<file path="src/rtl/lightsaber_length_ctrl.sv">
// lightsaber_length_ctrl: ramps blade length (metres + hundredths) toward commanded targets
// Ports: clk/rst (sync, active-high); cmd_valid/cmd_ready/cmd_op/cmd_int/cmd_dec command handshake;
// abort forces retract to 0.00; len_int/len_dec current length; busy/done/err/lit status.
// Define LSABER_INSTANT_RETRACT_EN to make abort zero the length in one edge instead of ramping.
module lightsaber_length_ctrl #(
  parameter int STEP = 5,
  parameter int TICK_DIV = 4,
  parameter int MAX_LEN = 399
) (
  input  logic       clk,
  input  logic       rst,
  input  logic       cmd_valid,
  output logic       cmd_ready,
  input  logic [1:0] cmd_op,
  input  logic [1:0] cmd_int,
  input  logic [6:0] cmd_dec,
  input  logic       abort,
  output logic [1:0] len_int,
  output logic [6:0] len_dec,
  output logic       busy,
  output logic       done,
  output logic       err,
  output logic       lit
);
  localparam int CW = TICK_DIV > 1 ? $clog2(TICK_DIV) : 1;
  typedef enum logic [1:0] {IDLE, EXTEND, RETRACT} state_e;
  state_e state_q;
  logic [1:0] len_int_q, tgt_int_q, cmd_int_t, req_int, ext_int, ret_int, step_int_d;
  logic [6:0] len_dec_q, tgt_dec_q, cmd_dec_t, req_dec, ext_dec, ret_dec, step_dec_d;
  logic [9:0] cur_l, tgt_l, cmd_l, req_l;
  logic [7:0] dec_sum;
  logic [CW-1:0] cnt_q;
  logic done_q, err_q, cmd_clip, up_carry, borrow, step_hit, tick;
  assign cur_l = 10'(len_int_q) * 10'd100 + 10'(len_dec_q);
  assign tgt_l = 10'(tgt_int_q) * 10'd100 + 10'(tgt_dec_q);
  assign cmd_l = 10'(cmd_int) * 10'd100 + 10'(cmd_dec);
  // targets beyond the blade's reach clip to MAX_LEN
  assign cmd_clip = cmd_l > 10'(MAX_LEN);
  assign cmd_int_t = cmd_clip ? 2'(MAX_LEN / 100) : cmd_int;
  assign cmd_dec_t = cmd_clip ? 7'(MAX_LEN % 100) : cmd_dec;
  // retract ignores the command fields and always aims at 0.00
  assign req_int = cmd_op == 2'b10 ? 2'd0 : cmd_int_t;
  assign req_dec = cmd_op == 2'b10 ? 7'd0 : cmd_dec_t;
  assign req_l = 10'(req_int) * 10'd100 + 10'(req_dec);
  // field-wise step with carry into / borrow from the integer metres
  assign dec_sum = {1'b0, len_dec_q} + 8'(STEP);
  assign up_carry = dec_sum >= 8'd100;
  assign ext_int = len_int_q + 2'(up_carry);
  assign ext_dec = up_carry ? 7'(dec_sum - 8'd100) : dec_sum[6:0];
  assign borrow = len_dec_q < 7'(STEP);
  assign ret_int = len_int_q - 2'(borrow);
  assign ret_dec = borrow ? 7'({1'b0, len_dec_q} + 8'(100 - STEP)) : len_dec_q - 7'(STEP);
  // a step that would reach or pass the target lands exactly on it
  assign step_hit = state_q == EXTEND ? cur_l + 10'(STEP) >= tgt_l : cur_l <= tgt_l + 10'(STEP);
  assign step_int_d = step_hit ? tgt_int_q : state_q == EXTEND ? ext_int : ret_int;
  assign step_dec_d = step_hit ? tgt_dec_q : state_q == EXTEND ? ext_dec : ret_dec;
  assign tick = cnt_q == CW'(TICK_DIV - 1);
  assign cmd_ready = state_q == IDLE && !abort;
  assign len_int = len_int_q;
  assign len_dec = len_dec_q;
  assign busy = state_q != IDLE;
  assign done = done_q;
  assign err = err_q;
  assign lit = cur_l != 10'd0;
  always_ff @(posedge clk) begin
    if (rst) begin
      state_q <= IDLE;
      len_int_q <= '0;
      len_dec_q <= '0;
      tgt_int_q <= '0;
      tgt_dec_q <= '0;
      cnt_q <= '0;
      done_q <= 1'b0;
      err_q <= 1'b0;
    end else begin
      done_q <= 1'b0;
      err_q <= 1'b0;
      if (abort) begin
        tgt_int_q <= '0;
        tgt_dec_q <= '0;
        cnt_q <= '0;
`ifdef LSABER_INSTANT_RETRACT_EN
        len_int_q <= '0;
        len_dec_q <= '0;
        done_q <= cur_l != 10'd0;
        state_q <= IDLE;
`else
        state_q <= cur_l != 10'd0 ? RETRACT : IDLE;
`endif
      end else if (state_q == IDLE) begin
        if (cmd_valid && cmd_op != 2'b00) begin
          if (cmd_op != 2'b10 && cmd_dec > 7'd99) begin
            err_q <= 1'b1;
          end else if (cmd_op == 2'b11) begin
            len_int_q <= cmd_int_t;
            len_dec_q <= cmd_dec_t;
            done_q <= 1'b1;
          end else begin
            tgt_int_q <= req_int;
            tgt_dec_q <= req_dec;
            cnt_q <= '0;
            done_q <= req_l == cur_l;
            state_q <= req_l > cur_l ? EXTEND : req_l < cur_l ? RETRACT : IDLE;
          end
        end
      end else if (tick) begin
        len_int_q <= step_int_d;
        len_dec_q <= step_dec_d;
        cnt_q <= '0;
        if (step_hit) begin
          done_q <= 1'b1;
          state_q <= IDLE;
        end
      end else begin
        cnt_q <= cnt_q + CW'(1);
      end
    end
  end
endmodule
</file>
<file path="config.mk">
export PLATFORM = sky130hd
export DESIGN_NAME = lightsaber_length_ctrl
export DESIGN_NICKNAME = d
export VERILOG_FILES = /design/src/rtl/lightsaber_length_ctrl.sv
export SDC_FILE = /design/constraint.sdc
export NUM_CORES = 1
export LEC_CHECK = 0
export CORE_ASPECT_RATIO = 0.75
export CORE_UTILIZATION = 70
export DETAILED_ROUTE_END_ITERATION = 10
export DONT_BUFFER_PORTS = 1
export MAX_ROUTING_LAYER = met4
export PLACE_DENSITY = 0.92
export SETUP_SLACK_MARGIN = 0.3
export SYNTH_ARGS = -nofsm -noshare
export SYNTH_HDL_FRONTEND = slang
export SYNTH_SLANG_ARGS = --single-unit
</file>
<file path="constraint.sdc">
create_clock -name clk -period 16.07 [get_ports clk]
set_input_delay 3.214 -clock clk [delete_from_list [all_inputs] [get_ports clk]]
set_output_delay 3.214 -clock clk [all_outputs]
set_load 0.01 [all_outputs]
</file>
==> key figures <==
Status
  – Run status: finished clean

Worst setup path
  – Type of the worst setup path: primary input to flip-flop
  – Cell at the slowest stage of the critical path: o31ai_2
  – Delay of the slowest critical-path stage: 0.44 ns
  – Arrival time of data at the critical path endpoint: 8.28 ns
  – Sort of element at the end of the critical path: flip-flop
  – Most common cell on crit path: ha_1
  – Crit start category: primary input
  – Critical Path RT: 16.25 ns
  – Critical path peak fanout: 14

Timing
  – Max-slew headroom: 38.2%
  – Slew Limit Fails: 0
  – Slew at the pin closest to its max-slew limit: 0.924 ns
  – Total negative slack: 0 ns
  – Post-route clock period utilization: 50.4%
  – Setup repair after global routing missed its margin: false
  – Count of endpoints failing hold in the final timing report: 0
  – Final critical-path required period: 8.10 ns
  – Skew final: 0.00301 ns
  – Achievable frequency: 0.124 GHz
  – Final setup violation count: 0

Floorplanning
  – Standard cell core area: 0.00541 mm²
  – Number of primary I/O pins: 29
  – Starting density of the core: 73.7%
  – Number of placement rows: 23
  – Chip Width: 89.2 µm
  – Die boundary height: 67.4 µm
  – Die area: 0.00601 mm²

Cells and area
  – Final design area excluding fillers: 0.00401 mm²
  – Diodes inserted: 0
  – Nets: 578
  – Area Growth Syn to Fin: 0.627%
  – Ratio of cells with drive above 1 in the final layout: 7.06%

GRT
  – Wire length of the first global-routing pass: 17900 µm
  – Met1 GRT Util: 51.4%
  – GRT overflow: 0
  – GR Layer Usage met3: 13.3%
  – Antenna violations before repair: 0
  – Most Crowded Layer GR: met2
  – Global routing usage summed across all routing layers: 40.3%
  – Maximum number of pins on one net before global-route repair: 22
  – Number of global-route vias before repair: 3777
  – Met2 track utilization from global routing: 60.8%

Power
  – Proportion of power drawn by flip-flops and latches: 29.0%
  – Leakage power: 0.00165 µW
  – Sw Share: 44.0%
  – Switching power: 103 µW
  – Cell area power density: 58.2 mW/mm²
  – Clock network fraction of total power: 17.8%
  – Design internal power: 131 µW
  – Gate power share: 53.2%
  – IR Drop Worst-Case VDD: 0.0000604 V

Placed design
  – Post-placement cell area: 0.00396 mm²
  – Final estimated routing congestion in global placement: 0.976
  – Count of port buffers added during placement: 0
  – Detailed-placement wirelength estimate: 8810 µm

Clock network
  – Root buf cell: clkbuf_8
  – Number of sinks handled by clock tree synthesis: 24
  – Depth of the CTS H-tree: 1
  – Post-CTS Resized: 0
  – Clock latency on the worst-skew pair: 0.27 ns
  – Number of buffers created by CTS: 3
  – Clock Path Buffers: 2
  – Number of hold-repair buffers added at the cts stage: 0
  – CTS clk-pin slew, worst paths: 0.09 ns
  – Post-CTS setup buffer count: 0
  – TritonCTS clock tree: built

Detailed routing
  – Violation count after the first detailed-route iteration: 566
  – Routed via count: 4082
  – Count of unresolved DRC violations after routing: 0
  – Routed len/inst: 19.8 µm
  – Number of vias per cell: 7.15
  – Overall routed net length: 11300 µm
  – Router iterations before antenna repair: 8
  – Remaining antenna violation count after routing: 0

Synth
  – Count of yosys warnings during synthesis: 0
  – Number of synthesized flops with an enable pin: 0
  – Mean instance size in the synthesized netlist: 7.73 µm²
  – Number of different library cells in the post-synthesis netlist: 82
  – Post-synthesis sequential area ratio: 12.0%
  – Synth top area share: 19.8%
  – Fraction of registers with async set/reset: 0%
  – Most common flop cell mapped by yosys: dfxtp_1
  – Cell types with the largest area share after synthesis: ha_1 (20%), dfxtp_1 (12%), xnor2_1 (5.5%)
  – Synthesized area: 0.00399 mm²
  – Mapped Nets: 597
  – Synthesized instance count: 516
  – Synth Register Bits: 24
  – Leading area contributor after synthesis: ha_1

Min path
  – Path type of the worst min-delay path: flip-flop to flip-flop

Flow run
  – Number of max-cap violations: 0
==> power groups by stage <==
stage / registers [µW] / logic (µW) / clock network [µW]
global placement: 68.6 / 113 / 0
finish: 67.8 / 124 / 41.6
floorplan: 65.8 / 98.5 / 0
detailed placement: 68.8 / 119 / 0
CTS: 67.4 / 120 / 40.8
global route: 68.1 / 136 / 42.3
==> metrics by stage <==
stage / utilization, % / total power, µW / std cells / hold slack [ns] / worst slack, ns
2_1_floorplan: - / 164 / 516 / 0.450 / 8.43
3_3_place_gp: 73.2 / 182 / 567 / 0.463 / 8.04
3_5_place_dp: 73.2 / 187 / 567 / 0.491 / 7.83
4_1_cts: 74.2 / 228 / 571 / 0.501 / 8.04
5_1_grt: 74.2 / 246 / 571 / 0.514 / 7.53
6_report: 74.2 / 234 / 571 / 0.499 / 7.97
==> layout make-up <==
type                            count  area (µm²)
Inverter                           35         131
Sequential cell                    24         480
Clock buffer                        4        55.1
Tap cell                           75        93.8
Multi-Input combinational cell    430        3230
Timing Repair Buffer                3        22.5
Fill cell                         433        1400
==> worst max-delay path: cells and delay by family <==
kind / cells / cell delay [ns]
simple gates: 8 / 1.25
xor+xnor: 1 / 0.21
buf+inv: 3 / 0.21
fa+ha+maj: 5 / 1.33
compound gates: 8 / 1.72
mux: 1 / 0.34
==> synth_stat cells (all sizes together), types with 15 or more instances <==
| master | n |
|---|---|
| nand2 | 32 |
| ha | 63 |
| dfxtp | 24 |
| nand4 | 15 |
| a21oi | 30 |
| nor2 | 28 |
| inv | 34 |
| xnor2 | 25 |
| nand3 | 32 |
| o21ai | 29 |
| buf | 17 |
| nor3 | 22 |
==> cells in the final DEF (no fill, tap or decap), types with 4 or more instances in the layout <==
cell type / instances
nand2_1: 31
ha_1: 63
and2_1: 4
inv_1: 34
dfxtp_1: 24
xor2_1: 13
nor2b_1: 7
o21ai_1: 5
a21o_1: 8
nor4_1: 6
o31ai_1: 7
a21oi_1: 28
nor3_1: 22
nand2b_1: 6
nand4_1: 15
clkbuf_8: 4
nor3b_1: 4
nand3_1: 32
o21ai_0: 22
and3_1: 5
o211ai_1: 5
xnor2_1: 25
or2_2: 4
nor2_1: 28
a31oi_1: 8
or3_1: 6
==> flip-flops by register name (all words and copies together), names as in the netlist <==
register,cells
err,1
len_int,2
tgt_int_q,2
done,1
len_dec,7
tgt_dec_q,7
state_q,2
cnt_q,2
==> path summary, 6_finish.rpt <==
kind | slack, ns | endpoint | startpoint | cells after the start
hold reg to reg | 0.50 | cnt_q[1] | cnt_q[1] | 2
setup / recovery | 7.97 | state_q[1] | cmd_int[0] | 26
setup reg to reg | 10.83 | len_dec[4] | len_dec[2] | 16
hold / removal | 0.50 | cnt_q[1] | cnt_q[1] | 2
==> cell families (layout without fill, tap and decap cells) <==
kind of cell    after synthesis  in the layout  synth area share (%)
xor+xnor                     39             39                  8.75
simple gates                185            185                  25.1
buf+inv                      62             42                  6.96
flops                        24             24                  12.0
fa+ha+maj                    69             69                  22.1
mux                           7              7                  1.98
compound gates              130            130                  23.2
==> metal layers <==
metal / up-vias / share of wire [%]
met5: - / 0
met3: 45 / 14
met2: 306 / 43
met1: 1851 / 40
met4: 0 / 2.8
li1: 1880 / -
Power figures use the tool's default switching activity.
